File: src/rtl/muldiv_pkg.sv
// Shared types and constants for the multiply/divide sequencer.
// Divide support is compiled in only when MULDIV_DIV_EN is defined.
package muldiv_pkg;

  localparam int unsigned XLEN       = 32;
  localparam int unsigned PROD_W     = 2 * XLEN;
  localparam int unsigned ITER_COUNT = 32;
  localparam int unsigned CNT_W      = 5;
  localparam logic [XLEN-1:0] DBZ_LO = 32'hFFFF_FFFF;

`ifdef MULDIV_DIV_EN
  localparam bit DIV_ENABLED = 1'b1;
`else
  localparam bit DIV_ENABLED = 1'b0;
`endif

  typedef enum logic [1:0] {
    OP_MULT  = 2'b00,
    OP_MULTU = 2'b01,
    OP_DIV   = 2'b10,
    OP_DIVU  = 2'b11
  } op_e;

  typedef enum logic [2:0] {
    S_IDLE = 3'd0,
    S_PREP = 3'd1,
    S_ITER = 3'd2,
    S_FIX  = 3'd3,
    S_DONE = 3'd4
  } state_e;

  // Datapath strobes issued by the sequencer FSM
  typedef struct packed {
    logic capture;
    logic load;
    logic step;
    logic fix;
    logic early;
  } dp_ctrl_t;

  function automatic logic op_is_div(input op_e op);
    return (op == OP_DIV) || (op == OP_DIVU);
  endfunction

  function automatic logic op_is_signed(input op_e op);
    return (op == OP_MULT) || (op == OP_DIV);
  endfunction

endpackage

File: src/rtl/muldiv_datapath.sv
// Shift-add multiply / restoring divide registers and result formatting.
// The divide step and sign fix-up exist only when MULDIV_DIV_EN is defined.
module muldiv_datapath
  import muldiv_pkg::*;
(
  input  logic            i_clk,
  input  logic            i_rst_n,
  input  dp_ctrl_t        i_ctrl,
  input  op_e             i_op,
  input  logic [XLEN-1:0] i_src_a,
  input  logic [XLEN-1:0] i_src_b,
  output logic            o_b_zero,
  output logic [XLEN-1:0] o_hi,
  output logic [XLEN-1:0] o_lo
);

  logic [XLEN-1:0]   r_acc, r_q, r_b, r_hi, r_lo;
  logic              r_neg_q;
  logic              w_neg_a, w_neg_b;
  logic [XLEN-1:0]   w_mag_a, w_mag_b;
  logic [XLEN:0]     w_mul_sum;
  logic [PROD_W-1:0] w_prod, w_prod_fix;
  logic [XLEN-1:0]   w_next_acc, w_next_q, w_fix_hi, w_fix_lo;

  // r_q/r_b still hold the raw operands while in PREP
  assign w_neg_a  = op_is_signed(i_op) & r_q[XLEN-1];
  assign w_neg_b  = op_is_signed(i_op) & r_b[XLEN-1];
  assign w_mag_a  = w_neg_a ? (~r_q + 1'b1) : r_q;
  assign w_mag_b  = w_neg_b ? (~r_b + 1'b1) : r_b;
  assign o_b_zero = (r_b == '0);

  assign w_mul_sum  = {1'b0, r_acc} + {1'b0, (r_q[0] ? r_b : {XLEN{1'b0}})};
  assign w_prod     = {r_acc, r_q};
  assign w_prod_fix = r_neg_q ? (~w_prod + PROD_W'(1)) : w_prod;

`ifdef MULDIV_DIV_EN
  logic          r_neg_r;
  logic [XLEN:0] w_shift, w_diff;
  logic          w_ge;

  // Remainder < divisor, so a clear borrow bit means the trial subtract fits
  assign w_shift = {r_acc, r_q[XLEN-1]};
  assign w_diff  = w_shift - {1'b0, r_b};
  assign w_ge    = ~w_diff[XLEN];

  always_comb begin
    w_next_acc = w_mul_sum[XLEN:1];
    w_next_q   = {w_mul_sum[0], r_q[XLEN-1:1]};
    w_fix_hi   = w_prod_fix[PROD_W-1:XLEN];
    w_fix_lo   = w_prod_fix[XLEN-1:0];
    if (op_is_div(i_op)) begin
      w_next_acc = w_ge ? w_diff[XLEN-1:0] : w_shift[XLEN-1:0];
      w_next_q   = {r_q[XLEN-2:0], w_ge};
      w_fix_hi   = r_neg_r ? (~r_acc + 1'b1) : r_acc;
      w_fix_lo   = r_neg_q ? (~r_q + 1'b1) : r_q;
    end
  end
`else
  always_comb begin
    w_next_acc = w_mul_sum[XLEN:1];
    w_next_q   = {w_mul_sum[0], r_q[XLEN-1:1]};
    w_fix_hi   = w_prod_fix[PROD_W-1:XLEN];
    w_fix_lo   = w_prod_fix[XLEN-1:0];
  end
`endif

  always_ff @(posedge i_clk or negedge i_rst_n) begin
    if (!i_rst_n) begin
      r_acc   <= '0;
      r_q     <= '0;
      r_b     <= '0;
      r_hi    <= '0;
      r_lo    <= '0;
      r_neg_q <= 1'b0;
`ifdef MULDIV_DIV_EN
      r_neg_r <= 1'b0;
`endif
    end else begin
      if (i_ctrl.capture) begin
        r_q <= i_src_a;
        r_b <= i_src_b;
      end else if (i_ctrl.load) begin
        r_q     <= w_mag_a;
        r_b     <= w_mag_b;
        r_acc   <= '0;
        r_neg_q <= w_neg_a ^ w_neg_b;
`ifdef MULDIV_DIV_EN
        r_neg_r <= w_neg_a;
`endif
      end else if (i_ctrl.step) begin
        r_acc <= w_next_acc;
        r_q   <= w_next_q;
      end
      // Early exit: divide-by-zero result, or zeros when divide is absent
      if (i_ctrl.fix) begin
        r_hi <= w_fix_hi;
        r_lo <= w_fix_lo;
      end else if (i_ctrl.early) begin
        r_hi <= DIV_ENABLED ? r_q : '0;
        r_lo <= DIV_ENABLED ? DBZ_LO : '0;
      end
    end
  end

  assign o_hi = r_hi;
  assign o_lo = r_lo;

endmodule

File: src/rtl/muldiv_sequencer.sv
// Multicycle MULT/MULTU/DIV/DIVU sequencer with pipeline stall and flush.
// Divide support is compiled in only when MULDIV_DIV_EN is defined.
module muldiv_sequencer
  import muldiv_pkg::*;
(
  input  logic            Clk,
  input  logic            Rst_n,
  input  logic            Start,
  input  logic [1:0]      Op,
  input  logic [XLEN-1:0] SrcA,
  input  logic [XLEN-1:0] SrcB,
  input  logic            Flush,
  output logic            Busy,
  output logic            Stall,
  output logic            Done,
  output logic [XLEN-1:0] Hi,
  output logic [XLEN-1:0] Lo,
  output logic            DivByZero
);

  localparam logic [CNT_W-1:0] CNT_LAST = CNT_W'(ITER_COUNT - 1);

  state_e           r_state, w_state_next;
  logic [CNT_W-1:0] r_cnt, w_cnt_next;
  op_e              r_op, w_op_next;
  logic             r_busy, r_done, r_dbz;
  logic             w_busy_next, w_done_next, w_dbz_next;
  logic             w_b_zero, w_early;
  dp_ctrl_t         w_ctrl;

  assign w_early = op_is_div(r_op) & (~DIV_ENABLED | w_b_zero);

  // Next state, datapath strobes and registered-output next values
  always_comb begin
    w_state_next = r_state;
    w_cnt_next   = r_cnt;
    w_op_next    = r_op;
    w_ctrl       = '0;
    w_dbz_next   = 1'b0;
    w_done_next  = 1'b0;
    w_busy_next  = 1'b0;
    case (r_state)
      S_IDLE, S_DONE: begin
        if (Start) begin
          w_state_next   = S_PREP;
          w_op_next      = op_e'(Op);
          w_ctrl.capture = 1'b1;
        end else if (r_state == S_DONE) begin
          w_state_next = S_IDLE;
        end
      end
      S_PREP: begin
        if (w_early) begin
          w_state_next = S_DONE;
          w_ctrl.early = 1'b1;
          w_dbz_next   = DIV_ENABLED & w_b_zero;
        end else begin
          w_state_next = S_ITER;
          w_ctrl.load  = 1'b1;
          w_cnt_next   = '0;
        end
      end
      S_ITER: begin
        w_ctrl.step = 1'b1;
        w_cnt_next  = r_cnt + 1'b1;
        if (r_cnt == CNT_LAST) w_state_next = S_FIX;
      end
      S_FIX: begin
        w_ctrl.fix   = 1'b1;
        w_state_next = S_DONE;
      end
      default: w_state_next = S_IDLE;
    endcase
    // Squash wins over everything, including a simultaneous Start
    if (Flush) begin
      w_state_next = S_IDLE;
      w_cnt_next   = '0;
      w_op_next    = r_op;
      w_ctrl       = '0;
      w_dbz_next   = 1'b0;
    end
    w_done_next = (w_state_next == S_DONE);
    w_busy_next = (w_state_next == S_PREP) || (w_state_next == S_ITER) ||
                  (w_state_next == S_FIX);
  end

  always_ff @(posedge Clk or negedge Rst_n) begin
    if (!Rst_n) begin
      r_state <= S_IDLE;
      r_cnt   <= '0;
      r_op    <= OP_MULT;
      r_busy  <= 1'b0;
      r_done  <= 1'b0;
      r_dbz   <= 1'b0;
    end else begin
      r_state <= w_state_next;
      r_cnt   <= w_cnt_next;
      r_op    <= w_op_next;
      r_busy  <= w_busy_next;
      r_done  <= w_done_next;
      r_dbz   <= w_dbz_next;
    end
  end

  muldiv_datapath u_datapath (
    .i_clk    (Clk),
    .i_rst_n  (Rst_n),
    .i_ctrl   (w_ctrl),
    .i_op     (r_op),
    .i_src_a  (SrcA),
    .i_src_b  (SrcB),
    .o_b_zero (w_b_zero),
    .o_hi     (Hi),
    .o_lo     (Lo)
  );

  assign Busy      = r_busy;
  assign Done      = r_done;
  assign DivByZero = r_dbz;
  assign Stall     = Rst_n & ((Start & ~Flush) | r_busy);

endmodule

File: config.mk
export PLATFORM = sky130hd
export DESIGN_NAME = muldiv_sequencer
export DESIGN_NICKNAME = d
export VERILOG_FILES = /design/src/rtl/muldiv_pkg.sv /design/src/rtl/muldiv_datapath.sv /design/src/rtl/muldiv_sequencer.sv
export SDC_FILE = /design/constraint.sdc
export NUM_CORES = 1
export LEC_CHECK = 0
export ABC_AREA = 1
export CAP_MARGIN = 10
export CORE_UTILIZATION = 40
export DETAILED_ROUTE_END_ITERATION = 6
export GPL_TIMING_DRIVEN = 0
export PLACE_DENSITY = 0.68
export SYNTH_ARGS = -nofsm -noshare
export SYNTH_HDL_FRONTEND = slang
export SYNTH_SLANG_ARGS = --single-unit
File: constraint.sdc
create_clock -name Clk -period 2.9 [get_ports Clk]
set_clock_uncertainty 0.2 [all_clocks]
set_input_delay 0.435 -clock Clk [delete_from_list [all_inputs] [get_ports Clk]]
set_output_delay 0.435 -clock Clk [all_outputs]
set_load 0.02 [all_outputs]
; ---- Word level (Yosys, flattened, before mapping)
; Cells that the tools add are included.
[totals]
latchBits = 0
ff_bits = 173
inputBits = 70
rom_bits = 0
n_memories = 0
ramBits = 0
elab_cells = 91
[op_classes]
magnitude_cmp = 0
mux = 32
div = 0
mul = 0
n_reduce_logical = 19
n_shift = 0
bitwise = 11
n_addsub = 5
n_eq_ne = 13
[ops]
columns = cell, n
row1 = two-way mux 32 bit, 13
row2 = adder 32 x 1 -> 32 bit (second input constant), 2
row3 = adder 64 x 1 -> 64 bit (second input constant), 1
row4 = two-way mux 64 bit, 1
row5 = inverter 32 bit, 2
row6 = inverter 64 bit, 1
row7 = adder 32 x 32 -> 33 bit, 1
row8 = two-way mux 3 bit, 5
row9 = two-way mux 5 bit, 3
row10 = equality test 3 x 2 -> 1 bit (second input constant), 4
row11 = case mux 3 bit (4 select lines), 1
row12 = case mux 5 bit (2 select lines), 1
row13 = AND reduction 2 bit, 5
row14 = two-way mux 1 bit, 8
row15 = nonzero test 2 bit, 4
row16 = equality test 3 x 1 -> 1 bit (second input constant), 2
row17 = equality test 3 bit (second input constant), 2
row18 = nonzero test 3 bit, 2
row19 = adder 5 x 1 -> 5 bit (second input constant), 1
row20 = equality test 5 bit (second input constant), 1
row21 = AND 1 bit, 4
row22 = equality test 2 bit (second input constant), 2
row23 = logical OR 1 bit, 4
row24 = zero test 3 bit, 1
row25 = other kinds (8), 9

; ---- Longest topological paths before layout
[depth]
ltp_word = 8
depth_mapped = 16
depth_no_buf = 15

; ---- Cells and area by module
; From an unflattened synthesis, not the netlist that was laid out.
[hier_totals]
cells_unflattened = 2213
area_unflattened_um2 = 13580.5
[by_module_without_submodules]
columns = mod, cells_each, area_per_inst_um2, n_inst, seq_area_each_um2
row1 = muldiv_datapath, 2133, 12931.2, 1, 4028.9
row2 = muldiv_sequencer, 80, 649.4, 1, 300.3

; ---- Worst setup path after synthesis
; Ideal clock, no wire load.
[synth_timing]
kind = register to register
start = register u_datapath.r_q[0]
end = register u_datapath.r_acc[30]
setup_time_ns = 0.118
stages_incl_launch_ff = 15
t_arrival_ns = 1.941
n_path_buf = 2
setup_slack_ns = 0.641
period_less_slack_ns = 2.259
required_time_ns = 2.582
path_cell_list = dfrtp_1 -> buf_2 -> clkbuf_1 -> nand2_1 -> inv_1 -> ha_1 -> or2_2 -> nand3_1 -> nand2_1 -> nand2_1 -> nand2_1 -> nand2_1 -> nand3_1 -> nand3_1 -> nand2_1
[synth_via]
elab_chain_cells = 4
[synth_rtl]
columns = item, line
row1 = from (decl), muldiv_datapath.sv:17  ; logic [XLEN-1:0] r_acc, r_q, r_b, r_hi, r_lo;
row2 = from (signal assigned), muldiv_datapath.sv:80  ; r_q <= i_src_a;
row3 = from (signal assigned), muldiv_datapath.sv:83  ; r_q <= w_mag_a;
row4 = from (signal assigned), muldiv_datapath.sv:92  ; r_q <= w_next_q;
row5 = two-way mux 32 bit, muldiv_datapath.sv:32  ; assign w_mul_sum = {1'b0, r_acc} + {1'b0, (r_q[0] ? r_b : {XLEN{1'b0}})};
row6 = adder 32 x 32 -> 33 bit, muldiv_datapath.sv:32
row7 = two-way mux 32 bit, muldiv_datapath.sv:90  ; end else if (i_ctrl.step) begin
row8 = two-way mux 32 bit, muldiv_datapath.sv:82  ; end else if (i_ctrl.load) begin
row9 = to (signal assigned), muldiv_datapath.sv:91  ; r_acc <= w_next_acc;
row10 = to (decl), muldiv_datapath.sv:17
; Every way passes these cells. The select of a mux whose other input is x is not followed.
; A chain may end at the register's enable or synchronous reset.

; ---- Worst setup path after layout
[layout_timing]
start = register u_datapath.r_q[0]
end = register u_datapath.r_hi[4] (netlist: u_datapath.o_hi[4])
[layout_via]
elab_chain_cells = 4
[layout_rtl]
columns = item, line
row1 = inverter 64 bit, muldiv_datapath.sv:34  ; assign w_prod_fix = r_neg_q ? (~w_prod + PROD_W'(1)) : w_prod;
row2 = adder 64 x 1 -> 64 bit, muldiv_datapath.sv:34
row3 = two-way mux 64 bit, muldiv_datapath.sv:34
row4 = two-way mux 32 bit, muldiv_datapath.sv:95  ; if (i_ctrl.fix) begin
row5 = to (signal assigned), muldiv_datapath.sv:96  ; r_hi <= w_fix_hi;
row6 = to (signal assigned), muldiv_datapath.sv:99  ; r_hi <= DIV_ENABLED ? r_q : '0;
row7 = to (decl), muldiv_datapath.sv:17
; Every way passes these cells.

==> run_summary.xml <==
<?xml version="1.0" encoding="UTF-8"?>
<metrics>
  <group name="status">
    <metric name="status" unit="">complete, but fails checks</metric>
    <metric name="violations" unit="">negative hold slack</metric>
  </group>
  <group name="yosys">
    <metric name="synth_nets" unit="">2260</metric>
    <metric name="ys_top_cells_by_area" unit="">sky130_fd_sc_hd__dfrtp_1 33%, sky130_fd_sc_hd__nand2_1 21%, sky130_fd_sc_hd__nor2_1 8.3%</metric>
    <metric name="synth_top_flop_cell" unit="">sky130_fd_sc_hd__dfrtp_1</metric>
    <metric name="synth_edf_count" unit="">0</metric>
    <metric name="post_synth_num_cell_types" unit="">45</metric>
    <metric name="synth_area_per_cell" unit="um^2">6.16</metric>
    <metric name="netlist.top_cell.by_area" unit="">sky130_fd_sc_hd__dfrtp_1</metric>
    <metric name="async_flop_share" unit="">1.00</metric>
    <metric name="top_cell_types_by_occurrence_after_synthesis" unit="">736 x sky130_fd_sc_hd__nand2_1, 292 x sky130_fd_sc_hd__nor2_1, 288 x sky130_fd_sc_hd__inv_1</metric>
    <metric name="ys_ff_latch" unit="">173</metric>
    <metric name="top_count_cell_post_synth" unit="">sky130_fd_sc_hd__nand2_1</metric>
    <metric name="synth_cells" unit="">2153</metric>
    <metric name="yosysTopAreaCellShare" unit="">0.326</metric>
    <metric name="synth.yosys.seq_area_share" unit="">0.326</metric>
    <metric name="synthesis.area" unit="mm^2">0.0133</metric>
    <metric name="yosys_warnings" unit="">0</metric>
  </group>
  <group name="floorplanning">
    <metric name="die_height" unit="um">184</metric>
    <metric name="io_pins" unit="">138</metric>
    <metric name="die_w" unit="um">184</metric>
    <metric name="die_outline_area" unit="mm^2">0.0339</metric>
    <metric name="floorplan.core_area" unit="mm^2">0.0326</metric>
    <metric name="fp-row-count" unit="">66</metric>
    <metric name="start_util" unit="">0.407</metric>
  </group>
  <group name="placement">
    <metric name="gp_congestion" unit="">0.992</metric>
    <metric name="port_buffers" unit="">136</metric>
    <metric name="placed_cell_area" unit="mm^2">0.0152</metric>
    <metric name="detailedPlacementHpwl" unit="um">40300</metric>
    <metric name="place.detailed.instances" unit="">2732</metric>
  </group>
  <group name="timing">
    <metric name="finalHoldViolations" unit="">107</metric>
    <metric name="layout_min_cycle_time" unit="ns">2.73</metric>
    <metric name="rsz0062_at_grt" unit="">no</metric>
    <metric name="post-route-period-util" unit="">0.940</metric>
    <metric name="finalSetupViolations" unit="">0</metric>
    <metric name="hold_ws" unit="ns">-0.219</metric>
    <metric name="final-max-slew-violation-count" unit="">0</metric>
    <metric name="worstMarginPinSlew" unit="ns">0.994</metric>
    <metric name="clock.fmax" unit="MHz">367</metric>
    <metric name="slew_headroom" unit="">0.330</metric>
    <metric name="setup_total_negative_slack" unit="ns">0</metric>
  </group>
  <group name="power_and_ir_drop">
    <metric name="power_leakage" unit="nW">8.14</metric>
    <metric name="worst_voltage_drop_across_the_vdd_grid" unit="V">0.000515</metric>
    <metric name="power_density" unit="mW/mm^2">843</metric>
    <metric name="fin_total_pwr" unit="mW">13.4</metric>
    <metric name="switching_share" unit="">0.498</metric>
    <metric name="share_comb_of_total_power" unit="">0.502</metric>
    <metric name="fraction_of_power_consumed_by_sequential_logic" unit="">0.325</metric>
    <metric name="p_int" unit="mW">6.71</metric>
    <metric name="p_sw" unit="mW">6.66</metric>
    <metric name="share_clk_of_total_power" unit="">0.174</metric>
  </group>
  <group name="layout">
    <metric name="final_cell_area" unit="mm^2">0.0159</metric>
    <metric name="n_antenna_cell" unit="">0</metric>
    <metric name="sequential_cell_area" unit="mm^2">0.00433</metric>
    <metric name="nFillCells" unit="">3405</metric>
    <metric name="syn2layout_area_growth" unit="%">19.6</metric>
    <metric name="layout-drive-gt1-share" unit="">0.0508</metric>
    <metric name="layoutNonFillerInstCount" unit="">2766</metric>
    <metric name="design.final.nets" unit="">2419</metric>
    <metric name="multi_input_comb_area" unit="mm^2">0.00752</metric>
  </group>
  <group name="route">
    <metric name="wl_per_cell" unit="um">18.1</metric>
    <metric name="first_pass_iters" unit="">6</metric>
    <metric name="detailed_route_via_count" unit="">14400</metric>
    <metric name="ant_nets" unit="">0</metric>
    <metric name="initialDrtViolationCount" unit="">1168</metric>
    <metric name="drc" unit="">0</metric>
    <metric name="post_dr_vias_cell" unit="">5.22</metric>
    <metric name="drt-total-wl" unit="um">49900</metric>
  </group>
  <group name="setup_path">
    <metric name="r2r_setup_slack" unit="ns">0.17</metric>
    <metric name="worstRegToRegCells" unit="">11</metric>
    <metric name="regToRegStartpoint" unit="">u_datapath.r_q[0]</metric>
    <metric name="timing.critical_path.arrival" unit="ns">2.91</metric>
    <metric name="critPathRequiredTime" unit="ns">3.08</metric>
    <metric name="worst_setup_path_start_kind" unit="">register</metric>
    <metric name="worstSetupEndpointType" unit="">register</metric>
    <metric name="r2r-end" unit="">u_datapath.o_hi[4]</metric>
    <metric name="worstSetupPathType" unit="">register to register</metric>
    <metric name="critical_path.max_fanout" unit="">6</metric>
  </group>
  <group name="clock_tree">
    <metric name="cts_setup_buffers" unit="">0</metric>
    <metric name="tritoncts_clock_tree" unit="">built</metric>
    <metric name="worst_setup_hold_path_clk_slew" unit="ns">0.07</metric>
    <metric name="postCtsHoldBufs" unit="">3</metric>
    <metric name="numClockSinks" unit="">173</metric>
    <metric name="cts-buffers-inserted" unit="">17</metric>
    <metric name="clockBufferDepth" unit="">2</metric>
    <metric name="ctsHtreeMaxLevel" unit="">4</metric>
    <metric name="clk_root_buffer_cell" unit="">sky130_fd_sc_hd__clkbuf_16</metric>
    <metric name="clk-insertion-delay-late" unit="ns">0.46</metric>
  </group>
  <group name="global_route">
    <metric name="grt_pass1_wl" unit="um">77500</metric>
    <metric name="grt_pass1_vias" unit="">13900</metric>
    <metric name="grt_use_total" unit="">0.304</metric>
    <metric name="grt_start_max_net_pins" unit="">109</metric>
    <metric name="globalRoute.totalOverflow" unit="">0</metric>
    <metric name="antenna_found_initial" unit="">0</metric>
  </group>
  <group name="worst_hold_path">
    <metric name="timing.hold.worst.class" unit="">input port to asynchronous set/reset pin</metric>
  </group>
  <group name="flow_run">
    <metric name="cap_viol_max_count" unit="">0</metric>
  </group>
</metrics>
-- worst max-delay path: stages (launching register included) --
cell,delay (ns)
sky130_fd_sc_hd__dfrtp_1,0.36
sky130_fd_sc_hd__buf_2,0.17
sky130_fd_sc_hd__inv_2,0.11
sky130_fd_sc_hd__ha_1,0.31
sky130_fd_sc_hd__nand2_1,0.20
sky130_fd_sc_hd__nor2_4,0.20
sky130_fd_sc_hd__nand2_2,0.18
sky130_fd_sc_hd__nor2_1,0.27
sky130_fd_sc_hd__nand2_1,0.13
sky130_fd_sc_hd__nand2_2,0.17
sky130_fd_sc_hd__o21ai_0,0.19
sky130_fd_sc_hd__o21ai_1,0.16
-- registers in the layout, indices dropped and copies added, names as in the netlist --
signal and cells:
u_datapath.o_hi 32, u_datapath.o_lo 32, Busy 1, u_datapath.r_acc 32
u_datapath.r_q 32, r_op 2, Done 1, r_state 3
u_datapath.r_b 32, r_cnt 5, u_datapath.r_neg_q 1
-- worst max-delay path by stage --
stage                       from              endpoint
2_1_floorplan  u_datapath.r_q[0]  u_datapath.r_acc[30]
3_3_place_gp               Rst_n  u_datapath.r_acc[23]
3_5_place_dp               Flush   u_datapath.o_hi[21]
4_1_cts        u_datapath.r_q[0]  u_datapath.r_acc[15]
5_1_grt        u_datapath.r_q[0]  u_datapath.r_acc[26]
6_report       u_datapath.r_q[0]    u_datapath.o_hi[4]
-- cell families after synthesis --
kind of cell / synth area share
AND/OR/NAND/NOR: 0.382
buffers and inverters: 0.108
AO/OA/AOI/OAI: 0.128
flip-flops: 0.326
adder cells (fa/ha/maj): 0.0355
XOR/XNOR: 0.0198
other: 0.000283
-- power by group through the flow --
stage                     logic [mW]  registers [mW]  clock network, mW
after floorplan                 4.44            4.05                  0
after global placement          6.48            4.32                  0
after detailed placement        6.56            4.35                  0
after CTS                       6.60            4.31               2.36
after global routing            7.58            4.43               2.46
final                           6.71            4.35               2.32
-- metrics by stage --
step	setup WS (ns)	util	hold slack (ns)
floorplan	0.641	-	-0.0606
global placement	-6.36	0.465	0.260
detailed placement	-0.0536	0.466	0.217
CTS	0.159	0.486	-0.153
global route	0.00994	0.487	-0.153
finish	0.174	0.487	-0.219
-- metal layers --
| layer | vias up | share of wire | track usage |
|---|---|---|---|
| li1 | 7128 | - | - |
| met4 | 0 | 0.032 | 0.116 |
| met3 | 88 | 0.054 | 0.0328 |
| met5 | - | 0 | 0 |
| met2 | 547 | 0.48 | 0.527 |
| met1 | 6662 | 0.44 | 0.386 |
-- cell usage in the layout, fill, tap and decap left out, drive strengths merged, types with 5 or more instances in the layout --
cell type and instances:
nand2 745, nor2 298, inv 298, dfrtp 173
o21ai 161, nand3 146, clkdlybuf4s50 135, a21oi 96
buf 45, clkbuf 40, ha 36, xor2 27
a22oi 21, nand4 21, nor3 15, or2 9
o22ai 9, o211ai 9, a31oi 7, nand3b 6
clkinv 5
-- layout make-up --
type | instances | share of cell area
multi-input cells | 1624 | 0.474
flip-flops and latches | 173 | 0.273
inverters | 295 | 0.0698
repair buffers | 140 | 0.0919
well taps | 442 | 0.0348
clock buffers | 20 | 0.0294
clock inverters | 11 | 0.00678
plain buffers | 61 | 0.0207
-- timing repair --
action | CTS | global route
gates resized for setup | 0 | 13
hold endpoints to repair | 66 | 107
setup endpoints to repair | 0 | 15
Note: power is estimated with default switching activity, not from simulation.
